`config.mk`:
```
export PLATFORM = sky130hd
export DESIGN_NAME = branch_resolve_unit
export DESIGN_NICKNAME = d
export VERILOG_FILES = /design/src/rtl/branch_resolve_unit.sv
export SDC_FILE = /design/constraint.sdc
export NUM_CORES = 1
export LEC_CHECK = 0
export BUFFER_PORTS_ARGS = -buffer_cell sky130_fd_sc_hd__buf_2
export CORE_AREA = 2 2 131 261
export DETAILED_ROUTE_END_ITERATION = 10
export DIE_AREA = 0 0 133 263
export GPL_ROUTABILITY_DRIVEN = 0
export PLACE_DENSITY = 0.7
export SYNTH_ARGS = -nofsm -noshare
export SYNTH_HDL_FRONTEND = slang
export SYNTH_SLANG_ARGS = --single-unit
```
`constraint.sdc`:
```
create_clock -name clk -period 4.75 [get_ports clk]
set_clock_uncertainty 0.15 [all_clocks]
set_input_delay 0.2375 -clock clk [delete_from_list [all_inputs] [get_ports clk]]
set_output_delay 0.2375 -clock clk [all_outputs]
set_load 0.005 [all_outputs]
```
`src/rtl/branch_resolve_unit.sv`:
```
// EX-stage branch resolver: compare flags, funct3 condition, mispredict detection,
// registered PC redirect with a multi-cycle flush, and the 2-bit BHT read by IF.
module branch_resolve_unit #(
  parameter int unsigned XLEN         = 32,
  parameter int unsigned BHT_ENTRIES  = 64,
  parameter int unsigned FLUSH_CYCLES = 2,
  parameter int unsigned CNT_W        = 16
) (
  input  logic             clk,
  input  logic             rst,
  input  logic             ex_valid,
  input  logic [2:0]       ex_funct3,
  input  logic [XLEN-1:0]  ex_rs1,
  input  logic [XLEN-1:0]  ex_rs2,
  input  logic [XLEN-1:0]  ex_pc,
  input  logic [XLEN-1:0]  ex_imm,
  input  logic             ex_pred_taken,
  input  logic [XLEN-1:0]  if_pc,
  output logic             if_pred_taken,
  output logic             redirect_valid,
  output logic [XLEN-1:0]  redirect_pc,
  output logic             flush,
  output logic [CNT_W-1:0] mispredict_cnt
);

  localparam int unsigned IDX  = $clog2(BHT_ENTRIES);
  localparam int unsigned XW1  = XLEN + 1;
  localparam int unsigned FC_W = (FLUSH_CYCLES > 1) ? $clog2(FLUSH_CYCLES) : 1;

  typedef enum logic [0:0] {IDLE, FLUSH} state_e;

  state_e            state_q, state_d;
  logic [FC_W-1:0]   fcnt_q, fcnt_d;
  logic              flush_q, flush_d;
  logic              redirect_valid_q, redirect_valid_d;
  logic [XLEN-1:0]   redirect_pc_q, redirect_pc_d;
  logic [CNT_W-1:0]  cnt_q, cnt_d;
  logic [1:0]        bht_q [BHT_ENTRIES];

  logic [XW1-1:0]    diff;
  logic              flag_z, flag_c, flag_s, flag_v;
  logic              taken, legal, resolve;
  logic [XLEN-1:0]   target;
  logic [IDX-1:0]    ex_idx, if_idx;
  logic [1:0]        bht_rd;
  logic              bht_we;
  logic [1:0]        bht_wval;
  logic              unused_pc_bits;

  // Compare flags from rs1 - rs2 computed as rs1 + ~rs2 + 1
  assign diff   = {1'b0, ex_rs1} + {1'b0, ~ex_rs2} + XW1'(1);
  assign flag_c = diff[XLEN];
  assign flag_z = (diff[XLEN-1:0] == '0);
  assign flag_s = diff[XLEN-1];
  assign flag_v = (ex_rs1[XLEN-1] != ex_rs2[XLEN-1]) & (diff[XLEN-1] != ex_rs1[XLEN-1]);

  // Branch condition decode; 010/011 are not branches and never resolve
  always_comb begin
    taken = 1'b0;
    legal = 1'b1;
    case (ex_funct3)
      3'b000:  taken = flag_z;
      3'b001:  taken = ~flag_z;
      3'b100:  taken = flag_s ^ flag_v;
      3'b101:  taken = ~(flag_s ^ flag_v);
      3'b110:  taken = ~flag_c;
      3'b111:  taken = flag_c;
      default: legal = 1'b0;
    endcase
  end

  assign resolve = ex_valid & legal & (state_q == IDLE);
  assign target  = taken ? (ex_pc + ex_imm) : (ex_pc + XLEN'(4));

  assign ex_idx        = ex_pc[IDX+1:2];
  assign if_idx        = if_pc[IDX+1:2];
  assign bht_rd        = bht_q[ex_idx];
  assign if_pred_taken = bht_q[if_idx][1];
  assign unused_pc_bits = ^{if_pc[1:0], if_pc[XLEN-1:IDX+2]};

  // Next-state, redirect, counter and BHT update logic
  always_comb begin
    state_d          = state_q;
    fcnt_d           = fcnt_q;
    flush_d          = 1'b0;
    redirect_valid_d = 1'b0;
    redirect_pc_d    = redirect_pc_q;
    cnt_d            = cnt_q;
    bht_we           = 1'b0;
    bht_wval         = bht_rd;
    case (state_q)
      IDLE: begin
        if (resolve) begin
          bht_we = 1'b1;
          if (taken) bht_wval = (bht_rd == 2'b11) ? 2'b11 : bht_rd + 2'b01;
          else       bht_wval = (bht_rd == 2'b00) ? 2'b00 : bht_rd - 2'b01;
          if (taken != ex_pred_taken) begin
            state_d          = FLUSH;
            fcnt_d           = FC_W'(FLUSH_CYCLES - 1);
            flush_d          = 1'b1;
            redirect_valid_d = 1'b1;
            redirect_pc_d    = target;
            if (cnt_q != '1) cnt_d = cnt_q + CNT_W'(1);
          end
        end
      end
      FLUSH: begin
        if (fcnt_q == '0) begin
          state_d = IDLE;
        end else begin
          fcnt_d  = fcnt_q - FC_W'(1);
          flush_d = 1'b1;
        end
      end
      default: state_d = IDLE;
    endcase
  end

  // Control and output registers
  always_ff @(posedge clk or negedge rst) begin
    if (!rst) begin
      state_q          <= IDLE;
      fcnt_q           <= '0;
      flush_q          <= 1'b0;
      redirect_valid_q <= 1'b0;
      redirect_pc_q    <= '0;
      cnt_q            <= '0;
    end else begin
      state_q          <= state_d;
      fcnt_q           <= fcnt_d;
      flush_q          <= flush_d;
      redirect_valid_q <= redirect_valid_d;
      redirect_pc_q    <= redirect_pc_d;
      cnt_q            <= cnt_d;
    end
  end

  // BHT storage; all entries reset to weakly not-taken
  always_ff @(posedge clk or negedge rst) begin
    if (!rst) begin
      for (int unsigned i = 0; i < BHT_ENTRIES; i++) bht_q[i] <= 2'b01;
    end else if (bht_we) begin
      bht_q[ex_idx] <= bht_wval;
    end
  end

  assign flush          = flush_q;
  assign redirect_valid = redirect_valid_q;
  assign redirect_pc    = redirect_pc_q;
  assign mispredict_cnt = cnt_q;

endmodule
```
==> summary.txt, run 1 <==
Pwr
  • Pwr Density: 335 mW/mm²
  • LEAKAGE: 7.62 nW
  • Design Power: 0.00590 W
  • Max IR drop VDD: 0.298 mV

CTS
  • H-Tree Depth: 4
  • Clk slew on worst S/H paths: 0.08 ns
  • Root Buffer: clkbuf_16
  • Deepest clock path buffer count: 2
  • CTS buffer count: 17
  • CTS Sinks: 179
  • Clock Latency Late Sink: 0.45 ns
  • CTS tree: done

Place
  • Post-DP Area: 0.0153 mm²
  • Post-DP HPWL: 32,800 µm
  • Port Buffers: 191

Status
  • Status: complete, but fails checks
  • Failing checks: negative setup slack

Worst setup path
  • Crit path arrival time: 5.16 ns
  • Worst EP required: 4.99 ns
  • Critical Path End Type: flop
  • Critical Path Start Type: primary input
  • Worst-case reg-to-reg path depth: 8
  • Crit-path max FO: 5
  • WS Path Type: in2reg

Floorplan
  • Die ar.: 0.0350 mm²
  • Die W: 133 µm
  • Core area: 0.0328 mm²
  • Initial Utilization: 0.398
  • Row count: 94
  • Die Y-Extent: 263 µm
  • Io pins: 218

Synthesis
  • Synth cell count leaders: nand2_1, dfrtp_1, a21oi_1, o21ai_0, nor2_1
  • Ys Warns: 0
  • Mapped Area: 0.0131 mm²
  • Syn_nets: 1,747
  • Synth area leaders: dfrtp_1, dfstp_2, nand2_1
  • Top cell type by total area after synthesis: dfrtp_1
  • Synth cell types: 82
  • Top-count cell post-synth: nand2_1
  • Sequential share of the synthesized area: 0.349
  • Syn avg cell area: 8.64 µm²
  • EDFF count, synth: 0
  • Yosys top cell area share: 0.220
  • Post-Syn Instances: 1,512
  • Top_reg_cell synth: dfrtp_1
  • Register bit total from synthesis: 179
  • FFs w/ async S/R, synth: 1.00

Detailed routing
  • Detail Route Antenna Nets: 0
  • Drt initial violations: 1,264
  • Final wirelength: 47,500 µm
  • 1st-pass router iterations: 6
  • Vias/cell: 5.99
  • DRC Markers: 0
  • Routed vias: 13,483
  • Avg WL per Cell: 21.1 µm

Timing
  • PnR worst setup slack: -0.174 ns
  • RSZ-0062 raised after global routing: true
  • Fin crit period: 4.92 ns
  • Actual slew at the worst max-slew pin: 1.04 ns
  • Fmax: 203 MHz
  • Tcrit/Tclk final: 1.04
  • Max-slew headroom: 0.302
  • Fin. max-slew vios: 0
  • Final Hold Viols: 0
  • Setup Viol. Count Final: 169

Hold path
  • WHS Path Cells: 4
  • Worst min-delay path category: in2reg

Finish
  • Area added between synthesis and finish: 34.6%
  • Layout cells sized above 1: 0.382
  • Design area: 0.0176 mm²
  • Final net count: 2,040
  • Layout fillers: 2,892

Global route
  • Largest net degree at the start of global routing: 93
  • Antenna violations before repair: 4
  • Vias in the first global route: 13,377
  • Global Route Usage Sum: 0.249
  • First-pass GRT wire length: 69,000 µm
  • GRT overflow: 0

Job
  • Max Cap Violations: 0
[sequential cells by signal, summed over array words and instances (netlist names)]
name            count
bht_q             128
mispredict_cnt     16
redirect_pc        32
fcnt_q              1
flush               1
redirect_valid      1
[metal layers]
metal / global-route usage / wire length [µm]
met1: 0.250 / 15700
met2: 0.470 / 24700
met3: 0.0327 / 3030
met4: 0.163 / 4040
met5: 0 / 28
[placed cells by master (no fill, tap or decap), types with 8 or more instances in the layout]
| master | Yosys | routed |
|---|---|---|
| mux2_4 | 0 | 20 |
| mux2i_1 | 28 | 24 |
| nor2_1 | 75 | 63 |
| buf_6 | 0 | 18 |
| clkbuf_16 | 0 | 30 |
| and3_1 | 22 | 21 |
| a21o_1 | 23 | 23 |
| o211ai_1 | 18 | 18 |
| o21ai_2 | 0 | 117 |
| a22o_1 | 9 | 9 |
| a21oi_1 | 100 | 78 |
| inv_1 | 54 | 52 |
| dfrtp_1 | 115 | 115 |
| a211oi_1 | 14 | 14 |
| buf_12 | 0 | 10 |
| a22oi_1 | 49 | 49 |
| dfstp_2 | 64 | 64 |
| a31oi_1 | 16 | 15 |
| ha_1 | 65 | 58 |
| nand3_1 | 37 | 29 |
| nand2b_1 | 16 | 15 |
| nand2_1 | 245 | 241 |
| o21a_1 | 15 | 15 |
| nor3_1 | 18 | 17 |
| nand4_1 | 41 | 41 |
| o21ai_0 | 99 | 39 |
| nor2_2 | 0 | 8 |
| a21oi_2 | 2 | 18 |
| xor2_1 | 30 | 30 |
| buf_4 | 5 | 108 |
| mux4_2 | 23 | 23 |
| xnor2_1 | 39 | 39 |
| nor2b_1 | 8 | 8 |
| a221oi_1 | 8 | 8 |
| buf_2 | 31 | 188 |
| and2_1 | 17 | 17 |
[worst paths after layout]
kind	startpoint	endpoint	slack, ns
min	ex_pc[15]	redirect_pc[15]	0.03
max in group asynchronous	rst	bht_q[4]	3.01
min in group asynchronous	rst	redirect_pc[17]	0.27
max	ex_rs2[6]	bht_q[12]	-0.17
max reg2reg	mispredict_cnt[0]	mispredict_cnt[1]	1.57
min reg2reg	bht_q[66]	bht_q[66]	0.32
[cells by family (layout without fill, tap and decap cells)]
logic type	after synthesis	in the layout	synth area share
mux	74	74	0.0809
fa+ha+maj	69	70	0.0677
xor+xnor	69	69	0.0462
flops	179	179	0.349
compound gates	472	473	0.228
other cells	0	1	0
simple gates	519	519	0.187
buf+inv	130	434	0.0417
[final cells by class]
class | count | area, µm² | share of cell area
inverter | 54 | 215 | 0.0122
clock buffer | 20 | 457 | 0.0260
antenna | 1 | 2.50 | 0.000142
timing repair buffer | 348 | 2680 | 0.152
tap | 432 | 541 | 0.0307
sequential | 179 | 4560 | 0.259
multi-input combinational | 1205 | 9000 | 0.512
clock inverter | 12 | 139 | 0.00790
[where the power goes]
part	switching [W]	internal [W]	leakage, nW	total, W
combinational	0.00121	0.00112	5.17	0.00233
clock	0.000679	0.000772	0.286	0.00145
sequential	0.000239	0.00188	2.16	0.00212
total	0.00212	0.00377	7.62	0.00590
[worst max-delay path, stage by stage]
cell and delay [ns]:
buf_8 0.09, inv_12 0.03, ha_4 0.27, o211ai_1 0.10, a211oi_1 0.20, o21ai_1 0.12
a21o_1 0.21, o211a_1 0.22, nand2b_4 0.14, a21boi_2 0.11, o21ai_1 0.07, nand2b_1 0.09
a21oi_2 0.06, fa_1 0.47, and3_1 0.15, o311a_1 0.16, o211ai_1 0.07, nand4b_1 0.18
nor4_1 0.19, o2111ai_1 0.16, nor4b_2 0.27, buf_4 0.16, and3_4 0.19, nor2_2 0.04
o31a_4 0.34, maj3_4 0.48, clkbuf_16 0.21, o21ai_2 0.13
[through the flow]
| step | hold WS (ns) | TNS (ns) | cells | worst slack [ns] | util |
|---|---|---|---|---|---|
| finish | 0.0327 | -18.52 | 2251 | -0.174 | 0.536 |
| detailed placement | 0.217 | -120.06 | 2174 | -0.789 | 0.468 |
| CTS | 0.000597 | -14.30 | 2225 | -0.152 | 0.503 |
| floorplan | -0.208 | -25.91 | 1512 | -0.272 | - |
| global route | 0.0518 | -70.38 | 2250 | -0.457 | 0.536 |
| global placement | 0.208 | -111.77 | 2174 | -0.711 | 0.468 |
[what timing repair did]
action,4_1_cts,5_1_grt
setup endpoints to repair,177,179
pin swaps,13,17
hold buffers,4,0
buffers inserted,10,7
hold endpoints to repair,49,0
resized for setup,76,158
gates cloned,5,20
No activity file was read; power rests on OpenSTA's default activity.
==> run 2, diff against run 1 <==
CORE_AREA = 2 2 237 146   (was 2 2 131 261)
DIE_AREA = 0 0 239 148   (was 0 0 133 263)
HOLD_SLACK_MARGIN = 0.08   (was default)
MAX_ROUTING_LAYER = met4   (was default)
==> run 2 against run 1 <==
  * Critical path depth did not move
  * Clock power decreased by 5%
  * The flow still finishes with violations (negative setup slack)
  * Final cell count barely moved
  * Combinational power shrank 6%
  * Critical path type unchanged
  * Die area is 1.1% higher
  * Highest routed layer is now met4
  * Cell area down 2.5%
==> summary.txt, run 2 (synthesized netlist as in run 1, its figures left out) <==
Status
  • Status: complete, but fails checks
  • Failing checks: negative setup slack

CTS
  • Clock Latency Late Sink: 0.45 ns (about the same)
  • H-Tree Depth: 4 (unchanged)
  • Clk slew on worst S/H paths: 0.08 ns (about the same)
  • CTS buffer count: 17 (unchanged)
  • CTS Sinks: 179 (unchanged)
  • Root Buffer: clkbuf_16
  • Deepest clock path buffer count: 2 (unchanged)
  • CTS tree: done

Global route
  • First-pass GRT wire length: 67,200 µm (-2.6%)
  • Largest net degree at the start of global routing: 95 (+2.2%)
  • Global Route Usage Sum: 0.246 (-0.00257)
  • GRT overflow: 0 (unchanged)
  • Antenna violations before repair: 2 (-2)
  • Vias in the first global route: 12,519 (-6.4%)

Timing
  • Fmax: 186 MHz (-8.2%)
  • Max-slew headroom: 0.315 (+0.0131)
  • Setup Viol. Count Final: 179 (+5.9%)
  • Hold WS: 0.116 ns (+0.0832 ns)
  • Tcrit/Tclk final: 1.13 (+0.0923)
  • RSZ-0062 raised after global routing: true
  • Fin. max-slew vios: 0 (unchanged)
  • PnR worst setup slack: -0.613 ns (-0.438 ns)
  • Final Hold Viols: 0 (unchanged)
  • Fin crit period: 5.36 ns (+0.438 ns)
  • Actual slew at the worst max-slew pin: 1.02 ns (-0.0195 ns)

Detailed routing
  • 1st-pass router iterations: 5 (-1)
  • Vias/cell: 5.85 (-2.4%)
  • Drt initial violations: 1,465 (+16%)
  • Detail Route Antenna Nets: 0 (unchanged)
  • Routed vias: 13,155 (-2.4%)
  • Avg WL per Cell: 19.9 µm (-5.9%)
  • Final wirelength: 44,700 µm (-5.9%)
  • DRC Markers: 0 (unchanged)

Job
  • Max Cap Violations: 0 (unchanged)

Finish
  • Commonest non-fill, non-tap cells in the layout: nand2_1, buf_2, dfrtp_1
  • Layout fillers: 3,017 (+4.3%)
  • Commonest non-fill, non-tap cell in the layout: nand2_1
  • Top reg by flops: bht_q
  • Max reg flops: 128 (unchanged)
  • Multi-input combinational cell area: 0.00870 mm² (-3.3%)
  • Final net count: 2,038 (-0.098%)
  • Layout cells sized above 1: 0.342 (-0.0398)
  • Fin util: 0.517 (-0.0194)
  • Area added between synthesis and finish: 31.2%
  • Sequential Area: 0.00456 mm² (unchanged)

Worst setup path
  • Most common cell on crit path: and3_1
  • R2R Setup Slk: 1.85 ns (+0.28 ns)
  • WS Path Type: in2reg
  • Critical Path Start Type: primary input
  • Worst EP required: 4.98 ns (about the same)
  • Crit path arrival time: 5.60 ns (+0.44 ns)
  • Critical Path End Type: flop
  • Crit-path slowest cell: fa_1
  • Crit-path max FO: 7 (+2)
  • Critical Path Max Stage Delay: 0.51 ns (+0.03 ns)

Pwr
  • Max IR drop VDD: 0.218 mV (-27%)
  • Design Power: 0.00567 W (-3.9%)
  • Net load switching power: 0.00202 W (-5.1%)
  • Pwr Density: 331 mW/mm² (-1.4%)
  • Sequential Power Share: 0.370 (+0.011)
  • Logic gate share of total power: 0.387 (-0.008)
  • LEAKAGE: 7.43 nW (-2.5%)
  • Switching share of power: 0.356 (-0.00453)
  • Clk pwr share: 0.243 (-0.003)
  • Pint: 0.00365 W (-3.2%)

Floorplan
  • Core area: 0.0332 mm² (+1.1%)
  • Die ar.: 0.0354 mm² (+1.1%)
  • Die W: 239 µm (+80%)
  • Row count: 52 (-45%)
  • Die Y-Extent: 148 µm (-44%)
  • Initial Utilization: 0.394 (-0.00441)
  • Io pins: 218 (unchanged)

Place
  • Port Buffers: 191 (unchanged)
  • Pre-CTS setup slack: -1.01 ns (-0.220 ns)
  • Post-DP HPWL: 30,500 µm (-7.0%)

Hold path
  • Worst min-delay path category: in2reg
[run 2: final timing paths]
check	startpoint	end	cells past startpoint
hold / removal	ex_pc[8]	redirect_pc[9]	5
setup / recovery	ex_rs2[9]	bht_q[110]	28
min in group asynchronous	rst	redirect_pc[17]	2
setup reg to reg	bht_q[86]	bht_q[43]	9
hold reg to reg	bht_q[86]	bht_q[86]	2
max in group asynchronous	rst	bht_q[120]	3
[run 2: repair_timing]
action,4_1_cts,5_1_grt
hold buffers,9,0
setup buffers,14,9
gates cloned,6,14
endpoints found under the setup margin,177,179
pin swaps,6,30
resized for setup,78,88
hold endpoints to repair,63,0
[run 2: power groups by stage]
stage	Combinational (W)	Clock (W)	Sequential, W
detailed placement	0.00173	0	0.00211
floorplan	0.00109	0	0.00206
finish	0.00219	0.00138	0.00210
CTS	0.00191	0.00139	0.00209
global placement	0.00168	0	0.00210
global route	0.00236	0.00145	0.00213
[run 2: metrics by stage]
stage               std cells  setup TNS [ns]  instance area, µm²
floorplan                1512          -25.91               13400
CTS                      2231          -61.50               16500
global placement         2171         -136.74               15300
detailed placement       2171         -157.36               15300
global route             2250         -136.22               17100
finish                   2250          -93.67               17100
[run 2: layout make-up]
| cell class | instances | area share |
|---|---|---|
| Multi-Input combinational cell | 1204 | 0.507 |
| Sequential cell | 179 | 0.266 |
| Timing Repair Buffer | 347 | 0.150 |
| Tap cell | 432 | 0.0315 |
| Clock buffer | 18 | 0.0250 |
| Inverter | 54 | 0.0126 |
| Clock inverter | 14 | 0.00759 |
| Antenna cell | 2 | 0.000292 |
[run 2: routing by layer]
| metal | wire length (µm) | part of all wire | vias to the layer above | track usage |
|---|---|---|---|---|
| met3 | 4610 | 0.10 | 74 | 0.0605 |
| li1 | - | - | 6139 | - |
| met1 | 20500 | 0.46 | 6365 | 0.353 |
| met5 | 0 | 0 | - | - |
| met4 | 819 | 0.018 | 0 | 0.0547 |
| met2 | 18700 | 0.42 | 577 | 0.349 |
[run 2: critical path: cells and delay by family]
family | cells | cell delay, ns
AND/OR/NAND/NOR | 10 | 1.84
AO/OA/AOI/OAI | 11 | 1.80
buffers and inverters | 4 | 0.46
adder cells (fa/ha/maj) | 3 | 1.25
